===== config.mk =====
export PLATFORM = sky130hd
export DESIGN_NAME = bin_sched
export DESIGN_NICKNAME = d
export VERILOG_FILES = /design/src/rtl/bin_sched.sv
export SDC_FILE = /design/constraint.sdc
export NUM_CORES = 1
export LEC_CHECK = 0
export CORE_MARGIN = 4
export CORE_UTILIZATION = 30
export DETAILED_ROUTE_END_ITERATION = 10
export HOLD_SLACK_MARGIN = 0.05
export PLACE_DENSITY = 0.74
export SYNTH_ARGS = -nofsm -noshare
export SYNTH_HDL_FRONTEND = slang
export SYNTH_SLANG_ARGS = --single-unit

===== constraint.sdc =====
create_clock -name clk -period 1.9 [get_ports clk]
set_input_delay 0.475 -clock clk [delete_from_list [all_inputs] [get_ports clk]]
set_output_delay 0.475 -clock clk [all_outputs]
set_load 0.02 [all_outputs]

===== src/rtl/bin_sched.sv =====
// bin_sched: per-bin clause scheduler for a SAT engine.
//
// Flow for one bin:
//   1. Fetch NUM_CLAUSES clauses from memory at {bin, idx}.
//   2. Write each clause into the engine clause array.
//   3. Load the variable and level state, then start the engine.
//   4. Wait for the engine to finish and record the result.
//   5. Read every clause back and send it out on a valid/ready writeback port.
//   6. Report the result on a one-cycle done pulse.
//
// Optional feature (macro BIN_SCHED_WATCHDOG_EN):
//   A RUN-cycle watchdog. If the engine never reports done, it aborts to DONE
//   with timeout_o=1 and skips readback. Without the macro, RUN waits for the
//   engine indefinitely and timeout_o is tied to 0.
//
// Ports:
//   clk, rst                 clock; asynchronous active-low reset
//   start_i, bin_num_i       solve request; bin sampled together with start_i
//   busy_o                   high in every state except idle
//   done_o                   one-cycle completion pulse
//   sat_o, unsat_o           result flags, valid with done_o
//   timeout_o                watchdog abort flag, valid with done_o
//   mem_req_o, mem_addr_o    clause fetch request and {bin, idx} address
//   mem_ack_i, mem_clause_i  fetch acknowledge; data arrives in the same cycle
//   wr_carray_o, rd_carray_o one-hot engine clause write/read strobes
//   clause_o, clause_i       clause data to and from the engine
//   wr_var_states_o          variable-state load strobe
//   wr_lvl_states_o          level-state load strobe
//   start_core_o             engine start pulse
//   done_core_i              engine done
//   sat_i, unsat_i           engine result, sampled with done_core_i
//   wb_valid_o, wb_clause_o  clause writeback, valid side
//   wb_ready_i               clause writeback, ready side
module bin_sched #(
  parameter int unsigned NUM_CLAUSES = 8,
  parameter int unsigned NUM_VARS    = 8,
  parameter int unsigned WIDTH_LVL   = 16,
  parameter int unsigned WDOG_CYCLES = 4096
) (
  input  logic                                     clk,
  input  logic                                     rst,
  input  logic                                     start_i,
  input  logic [WIDTH_LVL-1:0]                     bin_num_i,
  output logic                                     busy_o,
  output logic                                     done_o,
  output logic                                     sat_o,
  output logic                                     unsat_o,
  output logic                                     mem_req_o,
  output logic [WIDTH_LVL+$clog2(NUM_CLAUSES)-1:0] mem_addr_o,
  input  logic                                     mem_ack_i,
  input  logic [NUM_VARS*3-1:0]                    mem_clause_i,
  output logic [NUM_CLAUSES-1:0]                   wr_carray_o,
  output logic [NUM_CLAUSES-1:0]                   rd_carray_o,
  output logic [NUM_VARS*3-1:0]                    clause_o,
  input  logic [NUM_VARS*3-1:0]                    clause_i,
  output logic [NUM_VARS-1:0]                      wr_var_states_o,
  output logic                                     wr_lvl_states_o,
  output logic                                     start_core_o,
  input  logic                                     done_core_i,
  input  logic                                     sat_i,
  input  logic                                     unsat_i,
  output logic                                     wb_valid_o,
  output logic [NUM_VARS*3-1:0]                    wb_clause_o,
  input  logic                                     wb_ready_i,
  output logic                                     timeout_o
);

  localparam int unsigned IdxW    = $clog2(NUM_CLAUSES);
  localparam int unsigned ClauseW = NUM_VARS * 3;

  // Elaboration-time sanity check on the configuration.
  if (NUM_CLAUSES < 2 || WDOG_CYCLES < 2) begin : g_cfg_check
    $error("bin_sched: NUM_CLAUSES and WDOG_CYCLES must both be at least 2");
  end

  typedef enum logic [2:0] {
    StIdle,
    StLoadC,
    StLoadVs,
    StStart,
    StRun,
    StRdbk,
    StDone
  } state_e;

  // Sub-steps of the per-clause sequences.
  //   LOAD_C uses PhFetch -> PhStrobe.
  //   RDBK uses PhStrobe -> PhCapture -> PhWb.
  typedef enum logic [1:0] {
    PhFetch,
    PhStrobe,
    PhCapture,
    PhWb
  } phase_e;

  state_e               r_state, w_state_d;
  phase_e               r_phase, w_phase_d;
  logic [IdxW-1:0]      r_idx, w_idx_d;
  logic [WIDTH_LVL-1:0] r_bin, w_bin_d;
  logic [ClauseW-1:0]   r_clause, w_clause_d;
  logic [ClauseW-1:0]   r_wb, w_wb_d;
  logic                 r_sat, w_sat_d;
  logic                 r_unsat, w_unsat_d;
  logic                 w_last_idx;
  logic [NUM_CLAUSES-1:0] w_idx_onehot;

`ifdef BIN_SCHED_WATCHDOG_EN
  localparam int unsigned WdogW = $clog2(WDOG_CYCLES + 1);
  logic [WdogW-1:0] r_wdog, w_wdog_d;
  logic             r_timeout, w_timeout_d;
`endif

  assign w_last_idx   = (r_idx == IdxW'(NUM_CLAUSES - 1));
  assign w_idx_onehot = {{(NUM_CLAUSES-1){1'b0}}, 1'b1} << r_idx;

  always_ff @(posedge clk or negedge rst) begin
    if (!rst) begin
      r_state   <= StIdle;
      r_phase   <= PhFetch;
      r_idx     <= '0;
      r_bin     <= '0;
      r_clause  <= '0;
      r_wb      <= '0;
      r_sat     <= 1'b0;
      r_unsat   <= 1'b0;
`ifdef BIN_SCHED_WATCHDOG_EN
      r_wdog    <= '0;
      r_timeout <= 1'b0;
`endif
    end else begin
      r_state   <= w_state_d;
      r_phase   <= w_phase_d;
      r_idx     <= w_idx_d;
      r_bin     <= w_bin_d;
      r_clause  <= w_clause_d;
      r_wb      <= w_wb_d;
      r_sat     <= w_sat_d;
      r_unsat   <= w_unsat_d;
`ifdef BIN_SCHED_WATCHDOG_EN
      r_wdog    <= w_wdog_d;
      r_timeout <= w_timeout_d;
`endif
    end
  end

  always_comb begin
    w_state_d  = r_state;
    w_phase_d  = r_phase;
    w_idx_d    = r_idx;
    w_bin_d    = r_bin;
    w_clause_d = r_clause;
    w_wb_d     = r_wb;
    w_sat_d    = r_sat;
    w_unsat_d  = r_unsat;
`ifdef BIN_SCHED_WATCHDOG_EN
    w_wdog_d    = r_wdog;
    w_timeout_d = r_timeout;
`endif

    busy_o          = (r_state != StIdle);
    done_o          = 1'b0;
    sat_o           = 1'b0;
    unsat_o         = 1'b0;
    timeout_o       = 1'b0;
    mem_req_o       = 1'b0;
    mem_addr_o      = '0;
    wr_carray_o     = '0;
    rd_carray_o     = '0;
    clause_o        = '0;
    wr_var_states_o = '0;
    wr_lvl_states_o = 1'b0;
    start_core_o    = 1'b0;
    wb_valid_o      = 1'b0;
    wb_clause_o     = '0;

    unique case (r_state)
      StIdle: begin
        if (start_i) begin
          w_bin_d   = bin_num_i;
          w_idx_d   = '0;
          w_phase_d = PhFetch;
          w_sat_d   = 1'b0;
          w_unsat_d = 1'b0;
`ifdef BIN_SCHED_WATCHDOG_EN
          w_timeout_d = 1'b0;
`endif
          w_state_d = StLoadC;
        end
      end

      StLoadC: begin
        if (r_phase == PhFetch) begin
          mem_req_o  = 1'b1;
          mem_addr_o = {r_bin, r_idx};
          if (mem_ack_i) begin
            w_clause_d = mem_clause_i;
            w_phase_d  = PhStrobe;
          end
        end else begin
          // Write the registered clause; mem_ack_i is ignored here (no request).
          clause_o    = r_clause;
          wr_carray_o = w_idx_onehot;
          w_phase_d   = PhFetch;
          if (w_last_idx) begin
            w_idx_d   = '0;
            w_state_d = StLoadVs;
          end else begin
            w_idx_d = r_idx + IdxW'(1);
          end
        end
      end

      StLoadVs: begin
        wr_var_states_o = '1;
        wr_lvl_states_o = 1'b1;
        w_state_d       = StStart;
      end

      StStart: begin
        start_core_o = 1'b1;
`ifdef BIN_SCHED_WATCHDOG_EN
        // The start cycle counts as the first one, so done_o lands exactly
        // WDOG_CYCLES cycles after start_core_o.
        w_wdog_d = WdogW'(1);
`endif
        w_state_d = StRun;
      end

      StRun: begin
        if (done_core_i) begin
          // A contradictory report (both flags set) is treated as unsat.
          w_unsat_d = unsat_i;
          w_sat_d   = sat_i & ~unsat_i;
          w_idx_d   = '0;
          w_phase_d = PhStrobe;
          w_state_d = StRdbk;
        end
`ifdef BIN_SCHED_WATCHDOG_EN
        else if (r_wdog >= WdogW'(WDOG_CYCLES - 1)) begin
          w_timeout_d = 1'b1;
          w_sat_d     = 1'b0;
          w_unsat_d   = 1'b0;
          w_state_d   = StDone;
        end else begin
          w_wdog_d = r_wdog + WdogW'(1);
        end
`endif
      end

      StRdbk: begin
        case (r_phase)
          PhStrobe: begin
            rd_carray_o = w_idx_onehot;
            w_phase_d   = PhCapture;
          end
          PhCapture: begin
            // The engine returns the clause one cycle after the read strobe.
            w_wb_d    = clause_i;
            w_phase_d = PhWb;
          end
          default: begin
            wb_valid_o  = 1'b1;
            wb_clause_o = r_wb;
            if (wb_ready_i) begin
              w_phase_d = PhStrobe;
              if (w_last_idx) begin
                w_idx_d   = '0;
                w_state_d = StDone;
              end else begin
                w_idx_d = r_idx + IdxW'(1);
              end
            end
          end
        endcase
      end

      StDone: begin
        done_o  = 1'b1;
        sat_o   = r_sat;
        unsat_o = r_unsat;
`ifdef BIN_SCHED_WATCHDOG_EN
        timeout_o = r_timeout;
`endif
        w_state_d = StIdle;
      end

      default: w_state_d = StIdle;
    endcase
  end

endmodule

# Yosys cells after proc, flatten, opt, wreduce, memory -nomap -nowiden
# Index checks and enable logic that the tools add are counted.
totals:
  reg_bits: 74
  latchBits: 0
  mem_bits_rw: 0
  rom_bits: 0
  word_cells: 90
  memories: 0
classes:
  n_addsub: 1
  multipliers: 0
  div: 0
  n_lt_le_gt_ge: 0
  eq_ne: 18
  shift: 1
  muxes: 47
  bitwise_logic: 2
  n_reduce_logical: 13
ops:
  columns: ["op", "n"]
  rows:
  - ["24-bit two-way mux", 4]
  - ["8-bit two-way mux", 5]
  - ["3-bit two-way mux", 13]
  - ["19-bit two-way mux", 2]
  - ["3-bit case mux with 6 select lines", 1]
  - ["2-bit inequality test, second input constant", 7]
  - ["3-bit == test, second input constant", 4]
  - ["1-bit two-way mux", 12]
  - ["3-bit case mux with 4 select lines", 1]
  - ["2-bit two-way mux", 5]
  - ["2-bit case mux with 4 select lines", 1]
  - ["1-bit by 3-bit << shifter with 8-bit output, first input constant", 1]
  - ["7-bit AND reduction", 1]
  - ["3-bit by 2-bit == test with 1-bit output, second input constant", 2]
  - ["3-bit AND reduction", 2]
  - ["6-bit AND reduction", 1]
  - ["5-bit AND reduction", 1]
  - ["4-bit inequality test, second input constant", 1]
  - ["1-bit case mux with 2 select lines", 2]
  - ["2-bit case mux with 2 select lines", 1]
  - ["2-bit AND reduction", 2]
  - ["4-bit nonzero test", 1]
  - ["3-bit by 1-bit adder with 3-bit output, second input constant", 1]
  - ["3-bit by 1-bit == test with 1-bit output, second input constant", 1]
  - ["10 further kinds", 10]

# Depth between registers and ports, before layout
depth:
  depth_word: 5
  ltp_mapped: 6

# Worst setup path after synthesis
# No wires, ideal clock.
synth_path:
  path_type: "register to output"
  startpoint: "register r_state[1]"
  endpoint: "output port wr_var_states_o[0]"
  t_arrival_ps: 1954
  required_time_ps: 1425
  setup_slack_ps: -529
  stages_incl_launch_ff: 5
  path_cell_list: "dfrtp_1 > buf_2 > inv_1 > nor3_1 > buf_4"
synth_via:
  elab_chain_cells: 2
synth_rtl:
  columns: ["element", "line_no", "text"]
  rows:
  - ["start, declared", "96", "state_e r_state, w_state_d;"]
  - ["start signal, assigned", "118", "r_state <= StIdle;"]
  - ["start signal, assigned", "131", "r_state <= w_state_d;"]
  - ["3-bit by 2-bit == test with 1-bit output", "176", "unique case (r_state)"]
  - ["8-bit two-way mux", "176", null]
  - ["end, declared", "56", "output logic [NUM_VARS-1:0] wr_var_states_o,"]
# Every way passes these cells.

# Final worst setup path
layout_path:
  startpoint: "register r_phase[0]"
  endpoint: "output port wb_clause_o[5]"
layout_via:
  elab_chain_cells: 4
  elab_cells_between_ends: 5
layout_rtl:
  columns: ["element", "line_no", "text"]
  rows:
  - ["start, declared", "97", "phase_e r_phase, w_phase_d;"]
  - ["start signal, assigned", "119", "r_phase <= PhFetch;"]
  - ["start signal, assigned", "132", "r_phase <= w_phase_d;"]
  - ["2-bit == test / 2-bit by 1-bit == test with 1-bit output (equally long branches)", "251", "case (r_phase)"]
  - ["2-bit OR reduction (no line) (*)", null, null]
  - ["24-bit two-way mux (*)", "251", null]
  - ["24-bit two-way mux (*)", "176", null]
  - ["end, declared", "63", "output logic [NUM_VARS*3-1:0] wb_clause_o,"]
# Mark *: on every way between the ends. The rest lies on a longest branch, timed or not.

==> results by group <==
CTS
  – CTS sink count: 74
  – CTS tree: yes
  – Inserted Clock Buffers: 9
  – Htree depth: 3
  – Root buffer selected by CTS: clkbuf_16
  – Clock Latency Late Sink: 330 ps
  – Clock tree buffer depth: 2
  – CTS clk-pin slew, worst paths: 60 ps

Timing
  – Fmax: 0.446 GHz
  – Final Hold Fails: 0
  – Final worst-path cycle share: 118%
  – Setup tns final: -26110 ps
  – PnR worst setup slack: -340 ps
  – Final clock skew: 7.30 ps
  – Endpoints failing setup: 137
  – Final worst path period need: 2240 ps
  – Slew Limit Fails: 0
  – Hold WS: 504 ps
  – RSZ-0062 raised after global routing: yes

Die
  – Ports: 172
  – Initial Util: 31.2%
  – Die extent in x: 121 µm
  – DIE AREA: 14600 µm²
  – Core ar.: 12200 µm²
  – Rows: 40
  – Chip height: 121 µm

Power
  – Worst VDD drop: 755 µV
  – Cell area power density: 1670 nW/µm²
  – Pwr Total: 12.3 mW
  – Leakage: 3.42 nW

GRT
  – Gr usage total: 17.3%
  – Initial antenna violation count: 0
  – Pin count of the biggest net entering global routing: 73
  – Total grt overflow: 0
  – First-pass GRT wire length: 19.6 mm
  – Vias in the first global route: 3650

Synthesis
  – Syn Nets: 397
  – Mean Syn Cell Area: 12.0 µm²
  – Flops & latches, synth: 74
  – Post-Synthesis Cells: 316
  – Register area share after synthesis: 48.7%
  – Post-synthesis cell type count: 38
  – Post-synthesis instance area: 3810 µm²
  – Synth warn: 0

Cells and area
  – Commonest non-fill, non-tap cell in the layout: buf_6
  – Fin nets: 635
  – Commonest non-fill, non-tap cells in the layout: buf_6 (119), dfrtp_1 (71), clkdlybuf4s50_1 (70)
  – Finished Core Util: 60.3%
  – N_diodes: 0
  – Post-Layout Inst Area: 7360 µm²
  – Proportion of layout cells with a drive suffix above 1: 64.4%
  – Fill count: 943
  – Non-Filler Instances: 727
  – Area Overhead vs Synth: 93.4%

Placed design
  – Port buffer count: 170
  – Dpl cell area: 5900 µm²
  – Worst slack, placed: -583 ps
  – Post-Place Cells: 662
  – HPWL after DPL: 7.94 mm
  – Gpl congestion: 0.807

Setup path
  – CP arrival: 1770 ps
  – Setup CP Type: reg2out
  – Nature of the critical path startpoint: flop
  – CP max-delay cell: dfrtp_1
  – Worst setup EP type: output port
  – Reg2Reg Depth: 9
  – Worst endpoint required time: 1420 ps
  – Cell Chain, Critical Path: inv_2 > ha_4 > nor3_4 > buf_12 > clkbuf_16 > and2_4 > buf_6
  – Max incr delay on CP: 390 ps
  – Critical Path Fanout Max: 6

Route
  – Drt pass-1 iters: 6
  – Number of DRC markers in iteration 0: 63
  – Drt drc: 0
  – Wirelength per Cell: 18.4 µm
  – Routed vias: 3333
  – Final ANT Viol Nets: 0
  – DR vias/cell: 4.58
  – Final Routed Wirelength: 13.4 mm

Run status
  – Status: finished with violations
  – Failing checks: negative setup slack

Worst hold path
  – WHS Path Cells: 1
  – Hold Crit Class: reg2reg

Flow run
  – Max cap viols: 0
## worst max-delay path: cells and delay by family, from the launching register on
kind / cells / cell delay (ps)
adders and majority gates: 1 / 210
buffers and inverters: 4 / 500
DFF: 1 / 390
and+or+nand+nor: 2 / 340
## cells in the mapped netlist, drive strengths merged
| master | number | area share, % |
|---|---|---|
| nand2b | 1 | 0.16 |
| nand3b | 1 | 0.20 |
| a2bb2oi | 1 | 0.23 |
| nor3 | 5 | 0.79 |
| and3 | 15 | 2.5 |
| inv | 10 | 0.99 |
| nand3 | 2 | 0.26 |
| nand4b | 1 | 0.23 |
| o211a | 1 | 0.26 |
| o22ai | 3 | 0.49 |
| or3 | 1 | 0.30 |
| a21oi | 1 | 0.13 |
| o41ai | 1 | 0.23 |
| buf | 17 | 3.7 |
| conb | 1 | 0.099 |
| o21ai | 4 | 0.53 |
| a41o | 1 | 0.26 |
| a22o | 2 | 0.46 |
| and2 | 72 | 12 |
| dfrtp | 74 | 49 |
| ha | 9 | 3.0 |
| clkbuf | 7 | 0.69 |
| nand2 | 6 | 0.72 |
| and4bb | 1 | 0.33 |
| nor2b | 2 | 0.33 |
| mux2i | 4 | 1.1 |
| nor2 | 7 | 1.3 |
| a21o | 2 | 0.39 |
| mux2 | 64 | 20 |
## kinds of logic after synthesis
group           Yosys count  share of synthesized area [%]
simple gates            114                           18.9
flops                    74                           48.7
mux                      68                           21.0
buf+inv                  34                           5.39
compound gates           16                           2.99
fa+ha+maj                 9                           2.96
other cells               1                         0.0985
## state kept, by name, indices dropped and copies added (netlist names)
name      flops
r_idx         3
r_unsat       1
r_sat         1
r_wb         24
r_bin        16
r_phase       2
r_clause     24
r_state       3
## layout make-up
type,instances,area [µm²],share of cell area [%]
clock buffer,9,225,3.06
timing repair buffer,247,2730,37.1
tap,168,210,2.86
clock inverter,7,118,1.60
multi-input combinational,212,2180,29.6
sequential,74,1860,25.2
inverter,10,41.3,0.561
## timing repair
action                                  4_1_cts  5_1_grt
endpoints found under the setup margin      123      141
gates resized for setup                     623      108
gates cloned                                  8        5
pin swaps                                    23       43
setup buffers                                31        7
hold buffers                                  1        0
endpoints found under the hold margin         2        0
## power breakdown
part	internal [mW]	total (mW)	switching, mW
sequential	2.37	2.82	0.453
clock	1.28	1.95	0.670
combinational	4.37	7.54	3.17
total	8.02	12.3	4.29
## routing by layer
metal  global-route usage (%)  share of wire (%)  wire [µm]
met4                     7.08                2.5        330
met5                        0                  0          0
met1                     19.8                 39       5290
met2                     30.8                 53       7150
met3                     4.21                4.6        618
## final timing paths
path	from	to	slack, ps
hold / removal	r_clause[12]	r_clause[12]	500
setup reg to reg	r_phase[0]	r_clause[0]	-80
setup / recovery	r_phase[0]	wb_clause_o[5]	-340
min in group asynchronous	rst	r_clause[4]	510
hold reg to reg	r_clause[12]	r_clause[12]	500
max in group asynchronous	rst	r_state[2]	800
No activity file was read; power rests on OpenSTA's default activity.
